[config.mk]
export PLATFORM = sky130hd
export DESIGN_NAME = controller_command_fifo_bank
export DESIGN_NICKNAME = d
export VERILOG_FILES = /design/src/rtl/controller_command_fifo_bank_pkg.sv /design/src/rtl/controller_command_fifo_bank_fifo.sv /design/src/rtl/controller_command_fifo_bank.sv
export SDC_FILE = /design/constraint.sdc
export NUM_CORES = 2
export LEC_CHECK = 0
export ABC_AREA = 1
export CAP_MARGIN = 0
export CORE_ASPECT_RATIO = 1.5
export CORE_MARGIN = 3
export CORE_UTILIZATION = 58
export DETAILED_ROUTE_END_ITERATION = 6
export PLACE_DENSITY = 0.76
export SYNTH_ARGS = -nofsm -noshare
export SYNTH_HDL_FRONTEND = slang
export SYNTH_SLANG_ARGS = --single-unit
[constraint.sdc]
create_clock -name clk -period 12.7 [get_ports clk]
set_input_delay 3.175 -clock clk [delete_from_list [all_inputs] [get_ports clk]]
set_output_delay 3.175 -clock clk [all_outputs]
set_load 0.02 [all_outputs]
[src/rtl/controller_command_fifo_bank_pkg.sv]
// Shared sizing for the controller command FIFO bank.
// Command width, channel count and per-channel FIFO geometry.
package controller_command_fifo_bank_pkg;

  localparam int COMMAND_WIDTH   = 128;
  localparam int CHANNEL_NUM     = 8;
  localparam int FIFO_DEPTH      = 4;
  localparam int FIFO_ADDR_WIDTH = 2;
  localparam int CNT_W           = FIFO_ADDR_WIDTH + 1;

  typedef logic [COMMAND_WIDTH-1:0] cmd_t;
  typedef logic [CNT_W-1:0]         cnt_t;

  localparam cnt_t DEPTH_C = cnt_t'(FIFO_DEPTH);
  localparam cnt_t AVAIL_C = cnt_t'(FIFO_DEPTH - 2);

endpackage

[src/rtl/controller_command_fifo_bank_fifo.sv]
// Single first-word-fall-through command FIFO for one channel.
// A pop frees the head slot, so a write into a full FIFO is accepted.
module cmd_channel_fifo
  import controller_command_fifo_bank_pkg::*;
(
  input  logic clk,
  input  logic reset,
  input  logic wr_en,
  input  cmd_t din,
  input  logic rd_en,
  output cmd_t dout,
  output cnt_t count,
  output cnt_t count_nxt,
  output logic full,
  output logic empty,
  output logic ovf,
  output logic udf
);

  typedef logic [FIFO_ADDR_WIDTH-1:0] ptr_t;

  cmd_t mem_q [FIFO_DEPTH];
  ptr_t wr_ptr_q, wr_ptr_d;
  ptr_t rd_ptr_q, rd_ptr_d;
  cnt_t count_q, count_d;
  logic wr_acc, rd_acc;

  assign full  = (count_q == DEPTH_C);
  assign empty = (count_q == '0);

  assign rd_acc = rd_en && !empty;
  assign wr_acc = wr_en && (!full || rd_acc);
  assign ovf    = wr_en && full && !rd_en;
  assign udf    = rd_en && empty;

  always_comb begin
    wr_ptr_d = wr_ptr_q;
    rd_ptr_d = rd_ptr_q;
    count_d  = count_q;
    if (wr_acc) wr_ptr_d = wr_ptr_q + 1'b1;
    if (rd_acc) rd_ptr_d = rd_ptr_q + 1'b1;
    if (wr_acc && !rd_acc) count_d = count_q + 1'b1;
    if (!wr_acc && rd_acc) count_d = count_q - 1'b1;
  end

  always_ff @(posedge clk) begin
    if (reset) begin
      wr_ptr_q <= '0;
      rd_ptr_q <= '0;
      count_q  <= '0;
    end else begin
      wr_ptr_q <= wr_ptr_d;
      rd_ptr_q <= rd_ptr_d;
      count_q  <= count_d;
    end
  end

  // Storage is not reset; its contents are ignored while empty.
  always_ff @(posedge clk) begin
    if (!reset && wr_acc) mem_q[wr_ptr_q] <= din;
  end

  assign dout      = mem_q[rd_ptr_q];
  assign count     = count_q;
  assign count_nxt = count_d;

endmodule

[src/rtl/controller_command_fifo_bank.sv]
// Per-channel command buffer bank with broadcast write and
// registered availability / empty flags plus sticky errors.
module controller_command_fifo_bank
  import controller_command_fifo_bank_pkg::*;
(
  input  logic                                 clk,
  input  logic                                 reset,
  input  logic [COMMAND_WIDTH-1:0]             controller_command_fifo_in,
  input  logic [CHANNEL_NUM-1:0]               controller_command_fifo_in_en,
  output logic                                 all_Cmd_Available_flag,
  output logic [CHANNEL_NUM*COMMAND_WIDTH-1:0] cmd_out_data,
  output logic [CHANNEL_NUM-1:0]               cmd_out_valid,
  input  logic [CHANNEL_NUM-1:0]               cmd_out_rd_en,
  output logic                                 fifo_all_empty,
  output logic                                 overflow_err,
  output logic                                 underflow_err
);

  cnt_t cnt_v     [CHANNEL_NUM];
  cnt_t cnt_nxt_v [CHANNEL_NUM];
  logic [CHANNEL_NUM-1:0] full_v, empty_v;
  logic [CHANNEL_NUM-1:0] ovf_v, udf_v;
  logic [CHANNEL_NUM-1:0] avail_v, idle_v;

  logic flag_q, flag_d;
  logic mt_q, mt_d;
  logic ovf_q, ovf_d;
  logic udf_q, udf_d;

  for (genvar i = 0; i < CHANNEL_NUM; i++) begin : g_ch
    cmd_channel_fifo u_fifo (
      .clk       (clk),
      .reset     (reset),
      .wr_en     (controller_command_fifo_in_en[i]),
      .din       (controller_command_fifo_in),
      .rd_en     (cmd_out_rd_en[i]),
      .dout      (cmd_out_data[i*COMMAND_WIDTH +: COMMAND_WIDTH]),
      .count     (cnt_v[i]),
      .count_nxt (cnt_nxt_v[i]),
      .full      (full_v[i]),
      .empty     (empty_v[i]),
      .ovf       (ovf_v[i]),
      .udf       (udf_v[i])
    );

    // One spare slot covers a producer with one cycle of flag latency.
    assign avail_v[i] = (cnt_nxt_v[i] <= AVAIL_C);
    assign idle_v[i]  = (cnt_nxt_v[i] == '0);

    a_full: assert property (@(posedge clk) disable iff (reset)
      full_v[i] == (cnt_v[i] == DEPTH_C));
  end

  assign cmd_out_valid = ~empty_v;

  always_comb begin
    flag_d = &avail_v;
    mt_d   = &idle_v;
    ovf_d  = ovf_q | (|ovf_v);
    udf_d  = udf_q | (|udf_v);
  end

  always_ff @(posedge clk) begin
    if (reset) begin
      flag_q <= 1'b0;
      mt_q   <= 1'b1;
      ovf_q  <= 1'b0;
      udf_q  <= 1'b0;
    end else begin
      flag_q <= flag_d;
      mt_q   <= mt_d;
      ovf_q  <= ovf_d;
      udf_q  <= udf_d;
    end
  end

  assign all_Cmd_Available_flag = flag_q;
  assign fifo_all_empty         = mt_q;
  assign overflow_err           = ovf_q;
  assign underflow_err          = udf_q;

endmodule

## Word level (Yosys, flattened, before mapping)

Memories as Yosys holds them, arrays and structs flattened. A register that Yosys moved wholly into a read port is not among the register bits.
Index checks and enable logic that the tools add are counted.

- RAM bits: 4,096
- Output and inout bits: 1,036
- Logic and storage cells: 268
- Bits in registers: 60
- Memories kept: 8
- Input port bits: 146

- Add/subtract/negate cells: 32
- Mux-type cells: 48
- Bitwise operators: 3
- Equality and inequality tests: 8
- Reduce and logical (&&, ||, !) cells: 133
- Magnitude comparators: 8

Memory list:

| memory | depth | width | read ports | clocked after Yosys merged registers in | write ports | RTL line | RTL |
|---|---|---|---|---|---|---|---|
| g_ch[0].u_fifo.mem_q | 4 | 128 | 1 | 1 | 1 | controller_command_fifo_bank_fifo.sv:22 | `cmd_t mem_q [FIFO_DEPTH];` |
| g_ch[1].u_fifo.mem_q | 4 | 128 | 1 | 1 | 1 | controller_command_fifo_bank_fifo.sv:22 |  |
| g_ch[2].u_fifo.mem_q | 4 | 128 | 1 | 1 | 1 | controller_command_fifo_bank_fifo.sv:22 |  |
| g_ch[3].u_fifo.mem_q | 4 | 128 | 1 | 1 | 1 | controller_command_fifo_bank_fifo.sv:22 |  |
| g_ch[4].u_fifo.mem_q | 4 | 128 | 1 | 1 | 1 | controller_command_fifo_bank_fifo.sv:22 |  |
| g_ch[5].u_fifo.mem_q | 4 | 128 | 1 | 1 | 1 | controller_command_fifo_bank_fifo.sv:22 |  |
| +2 memories | - | - | - | - | - | - |  |

Operators by type and width:

| cell | number |
|---|---|
| 1-bit logical AND | 64 |
| 3-bit logical NOT | 16 |
| 3-bit 2-to-1 mux | 16 |
| 1-bit logical NOT | 41 |
| 2-bit by 1-bit adder with 2-bit output (second input constant) | 16 |
| 2-bit 2-to-1 mux | 16 |
| 3-bit by 1-bit adder with 3-bit output (second input constant) | 8 |
| 3-bit == test (second input constant) | 8 |
| 3-bit by 2-bit less-or-equal comparator with 1-bit output (second input constant) | 8 |
| 3-bit by 1-bit subtractor with 3-bit output (second input constant) | 8 |
| 1-bit 2-to-1 mux | 16 |
| 8-bit AND reduction | 2 |
| 8-bit OR reduction | 2 |
| 1-bit logical OR | 8 |
| 8-bit NOT | 1 |
| 1-bit bitwise OR | 2 |

## Logic depth before layout (Yosys ltp)

- Depth in word-level cells: 10
- Depth in mapped cells: 15
- Mapped depth without buffers: 15

## Modules after synthesis

A second synthesis with hierarchy kept.

- Cells, all modules: 10,589
- Area, all modules: 159,508.0 um^2

By module, submodules not included:

| module | instances | area an instance (um^2) | cells each |
|---|---|---|---|
| cmd_channel_fifo at g_ch[2].u_fifo ... | 6 | 19,895.3 | 1,315 |
| cmd_channel_fifo at g_ch[0].u_fifo | 1 | 19,906.6 | 1,315 |
| cmd_channel_fifo at g_ch[1].u_fifo | 1 | 19,894.1 | 1,315 |
| controller_command_fifo_bank | 1 | 335.3 | 69 |

## Worst setup path after synthesis

Ideal clock, no wire load.

- Kind: input-to-reg
- From: input reset
- To: memory g_ch[4].u_fifo.mem_q[0][0] in the netlist's numbering, enable pin
- Setup slack: 2.867 ns
- Arrival: 9.216 ns
- Required time: 12.083 ns
- Cell stages on the path: 5
- Cell sequence: clkbuf_1 -> inv_1 -> clkbuf_1 -> nand3_1 -> nor2_1

- Word-level cells in the longest chain between the ends: 4

RTL lines:

| what | RTL line | RTL |
|---|---|---|
| start: declaration | controller_command_fifo_bank.sv:7 | `input logic reset,` |
| 1-bit logical NOT | controller_command_fifo_bank_fifo.sv:60 | `if (!reset && wr_acc) mem_q[wr_ptr_q] <= din;` |
| 1-bit logical AND | controller_command_fifo_bank_fifo.sv:60 |  |
| 1-bit 2-to-1 mux | controller_command_fifo_bank_fifo.sv:60 |  |
| 1-bit 2-to-1 mux (implied by the code) | controller_command_fifo_bank_fifo.sv:60 |  |
| end: declaration | controller_command_fifo_bank_fifo.sv:22 |  |

No other way between the ends.

==> out/qor_table.md <==
| Metric | Value |
| --- | --- |
| Final HPWL from detailed placement | 299200 um |
| Reg2reg end | g_ch[5].u_fifo.mem_q[3][4] |
| Number of cells in the design after placement | 14780 |
| Switching portion of total power | 29.36% |
| Fill count | 17100 |
| Clock Latency Late Sink | 0.94 ns |
| Remaining antenna violation count | 0 |
| Area of the mapped netlist | 0.1547 sq mm |
| Number of non-filler instances in the completed layout | 15440 |
| Final Max Tran Viols | 72 |
| End point of the worst hold path | underflow_err |
| Post-route worst hold slack | 0.4626 ns |
| Largest voltage drop on the vdd net | 0.1427 mV |
| Layout Utilization | 68.69% |
| Fraction of synthesized area in multiplexers | 0% |
| Root buf cell | clkbuf_16 |
| Aggregate negative setup slack | 0 ns |
| Xor-xnor portion of the synthesized cell area | 0.1246% |
| Worst Skew | 0.04702 ns |
| Count of TritonRoute iterations in the first routing pass | 7 |
| Hold-critical path depth | 2 |
| Starting utilization of the core area | 58.43% |
| Detailed route wirelength on metal3 | 69240 um |
| Achievable clock frequency | 0.1207 GHz |
| Adder and majority gate portion of the synthesized area | 0.4530% |
| Met2 wire length | 228200 um |
| P&R area growth vs syn | 17.57% |
| Static Leakage | 59.52 nW |
| Number of max-cap violations | 0 |
| Final Net Count | 11860 |
| Last weighted congestion value of the routability-driven placer | 0.9041 |
| PnR worst setup slack | 4.412 ns |
| Share of synthesized cell area in and, or, nand and nor gates | 5.812% |
| Net switching power figure | 9.959 mW |
| Post-synthesis cell type count | 29 |
| Violated checks | DRC, slew limit |
| Via-per-instance ratio | 6.543 |
| Width of the die | 427.7 um |
| Relative contribution of combinational cells to total power | 20.7% |
| Clk network pwr share | 32.7% |
| Worst Setup Start Kind | flop |
| Transition time at the pin with the least slew margin | 1.912 ns |
| Share of the synthesized area in compound gates (AO/OA/AOI/OAI) | 11.05% |
| Outcome | finished with violations |
| Critical register-to-register path startpoint | g_ch[5].u_fifo.count[0] |
| TritonCTS clock tree | built |
| Net count of the mapped netlist | 10770 |
| HP Start | underflow_err |
| Drt wl/cell | 32.20 um |
| CTS resizes | 0 |
| Post-CTS setup buffer count | 0 |
| Number of cells traversed by the worst register-to-register path | 9 |
| Post-CTS Hold Buffers | 0 |
| Worst slack at placement | 5.635 ns |
| Register-to-Register Setup Slack | 8.77 ns |
| Main combinational cell family by area after synthesis | compound AO/OA/AOI/OAI gates |
| Type of the worst min-delay path | reg -> reg |
| Floorplan Core Area | 0.2647 sq mm |
| Total DRC errors in the routed layout | 1 |
| Cell Rows | 231 |
| Clock buffer depth | 4 |
| Pin count of the biggest net entering global routing | 215 |
| Number of buffers added on ports | 1181 |
| Number of vias in the routed layout | 101000 |
| Met1 layer wirelength in the final routing | 164000 um |
| Floorplan die area | 0.2731 sq mm |
| Multi-input logic area | 0.02722 sq mm |
| Initial detailed-routing violation count | 16300 |
| Number of instances in the synthesized netlist | 10570 |
| Flip-flop and latch count after synthesis | 4172 |
| Capturing element type of the critical path | output pin |
| Critical Setup Path Class | reg -> out |
| Setup Viol. Count Final | 0 |
| Number of antenna violations at the first check in global routing | 50 |
| Part of the power in registers | 46.6% |
| Final count of hold timing violations | 0 |
| Worst-case headroom to the max-slew limit | -27.44% |
| Vertical die dimension | 638.5 um |
| Unrepaired setup endpoints after global routing | no |
| Power density cells | 186.5 mW/mm^2 |
| Clock input transition at the sequential cells of the worst setup and hold paths | 0.06 ns |
| Wire length of the first global-routing pass | 689000 um |
| Time the final worst path needs with I/O delays and setup | 8.288 ns |
| Internal portion of total power | 23.96 mW |
| Routed WL | 497200 um |
| Fraction of layout instances using a drive strength above 1 | 7.299% |
| Count of warnings emitted by yosys | 0 |
| Inserted Clock Buffers | 366 |
| Final Cycle Share | 65.26% |
| Data required time of the critical path | 9.52 ns |
| Mapped Avg Cell Area | 14.64 sq um |
| Sequential cell area fraction in the yosys report | 80.50% |
| Area used by sequential logic in the layout | 0.1246 sq mm |
| Highest signal layer in the routed design | met5 |
| Via count of the first global-routing pass | 95020 |
| H-Tree Level Count | 5 |
| Clock Sinks | 4172 |
| Overflow left after global routing | 0 |
| Ports | 1182 |
| CP Data Arrival Time | 5.11 ns |
| Maximum fanout count along the critical path | 153 |
| Total GRT Usage | 35.64% |
kinds of logic (layout without fill, tap and decap cells):
logic type                 Yosys count  after routing
AOI/OAI and AO/OA                 3147           3147
xor gates and xnor gates            22             22
adders and majority gates           56             56
buffers and inverters              811           2177
DFF                               4172           4172
other                                0             13
and+or+nand+nor                   2359           2359
final cells by class:
| class | instances | area share (%) |
|---|---|---|
| multi-input cells | 5584 | 14.97 |
| clock inverters | 196 | 1.112 |
| flip-flops and latches | 4172 | 68.50 |
| repair buffers | 1398 | 7.335 |
| inverters | 131 | 0.3240 |
| well taps | 3495 | 2.405 |
| diodes | 13 | 0.01789 |
| clock buffers | 452 | 5.336 |
worst max-delay path, cell delays in order (launching register included):
cell	delay, ns
dfxtp_4	0.55
inv_8	0.62
buf_4	1.04
o21ai_0	0.21
o22ai_1	0.65
clkdlybuf4s50_1	0.75
cell usage in the layout (no fill, tap or decap), drive strengths merged, types with 13 or more instances in the layout:
cell           count
clkbuf           452
dfxtp             76
nand3             56
buf              264
o22ai           1026
bufinv            39
inv              143
ha                56
clkinv           132
nand2            157
o21ai           2078
clkinvlp          13
edfxtp          4096
nor2            2140
diode             13
xor2              20
clkdlybuf4s50   1134
a21oi             41
power groups by stage:
| stage | combinational, mW | sequential [mW] | clock [mW] |
|---|---|---|---|
| after floorplan | 3.24 | 16.0 | 0 |
| after global placement | 6.75 | 16.1 | 0 |
| after detailed placement | 6.85 | 16.1 | 0 |
| after CTS | 6.90 | 15.8 | 11.1 |
| after global routing | 7.23 | 15.8 | 11.7 |
| final | 7.01 | 15.8 | 11.1 |
worst max path at each step:
stage / startpoint / end / slack [ns] / cells after the start
after floorplan: reset / g_ch[4].u_fifo.mem_q[0][0] / 2.87 / 5
after global routing: flop / cmd_out_data[843] / 4.39 / 5
after detailed placement: reset / g_ch[4].u_fifo.mem_q[1][90] / 5.64 / 7
final: flop / cmd_out_data[829] / 4.41 / 5
after global placement: flop / cmd_out_data[871] / 5.63 / 5
after CTS: flop / cmd_out_data[829] / 4.68 / 5
Yosys cell counts:
cell type	n	area share (%)
buf_1	50	0.12
nand2_4	1	0.0073
nand3_2	3	0.019
buf_4	7	0.034
inv_2	9	0.022
o22ai_1	1026	4.1
edfxtp_1	4096	80
xor2_1	20	0.11
buf_2	93	0.30
a21oi_2	1	0.0057
xnor2_1	2	0.011
a21oi_4	5	0.053
o21ai_1	35	0.11
o221ai_1	1	0.0057
nand2_2	10	0.040
clkbuf_1	530	1.3
o21ai_0	2043	6.6
nand3b_1	2	0.0097
clkinv_1	1	0.0024
nor2_1	2140	5.2
ha_1	56	0.45
nand2_1	146	0.35
dfxtp_1	76	0.98
nand4_1	2	0.0081
nand3_1	53	0.17
inv_1	121	0.29
a21oi_1	35	0.11
o21a_1	1	0.0049
nor4_1	2	0.0081
layer usage:
metal,vias to the layer above,track usage (%)
li1,41900,-
met1,50320,46.96
met2,7581,54.70
met3,1202,8.264
met4,20,20.93
met5,-,0
sequential cells by signal, indices dropped and copies added, names as in the netlist, named ones only:
signal	cells
overflow_err	1
g_ch.u_fifo.count	24
g_ch.u_fifo.rd_ptr_q	16
fifo_all_empty	1
g_ch.u_fifo.wr_ptr_q	16
g_ch.u_fifo.mem_q	4096
underflow_err	1
all_Cmd_Available_flag	1
per-stage QoR:
stage          power [mW]  instance area, sq um
6_report            33.92                181900
5_1_grt             34.73                181800
3_5_place_dp        22.96                170100
4_1_cts             33.83                181800
2_1_floorplan       19.29                154700
3_3_place_gp        22.83                170100
No activity file was read; power rests on OpenSTA's default activity.
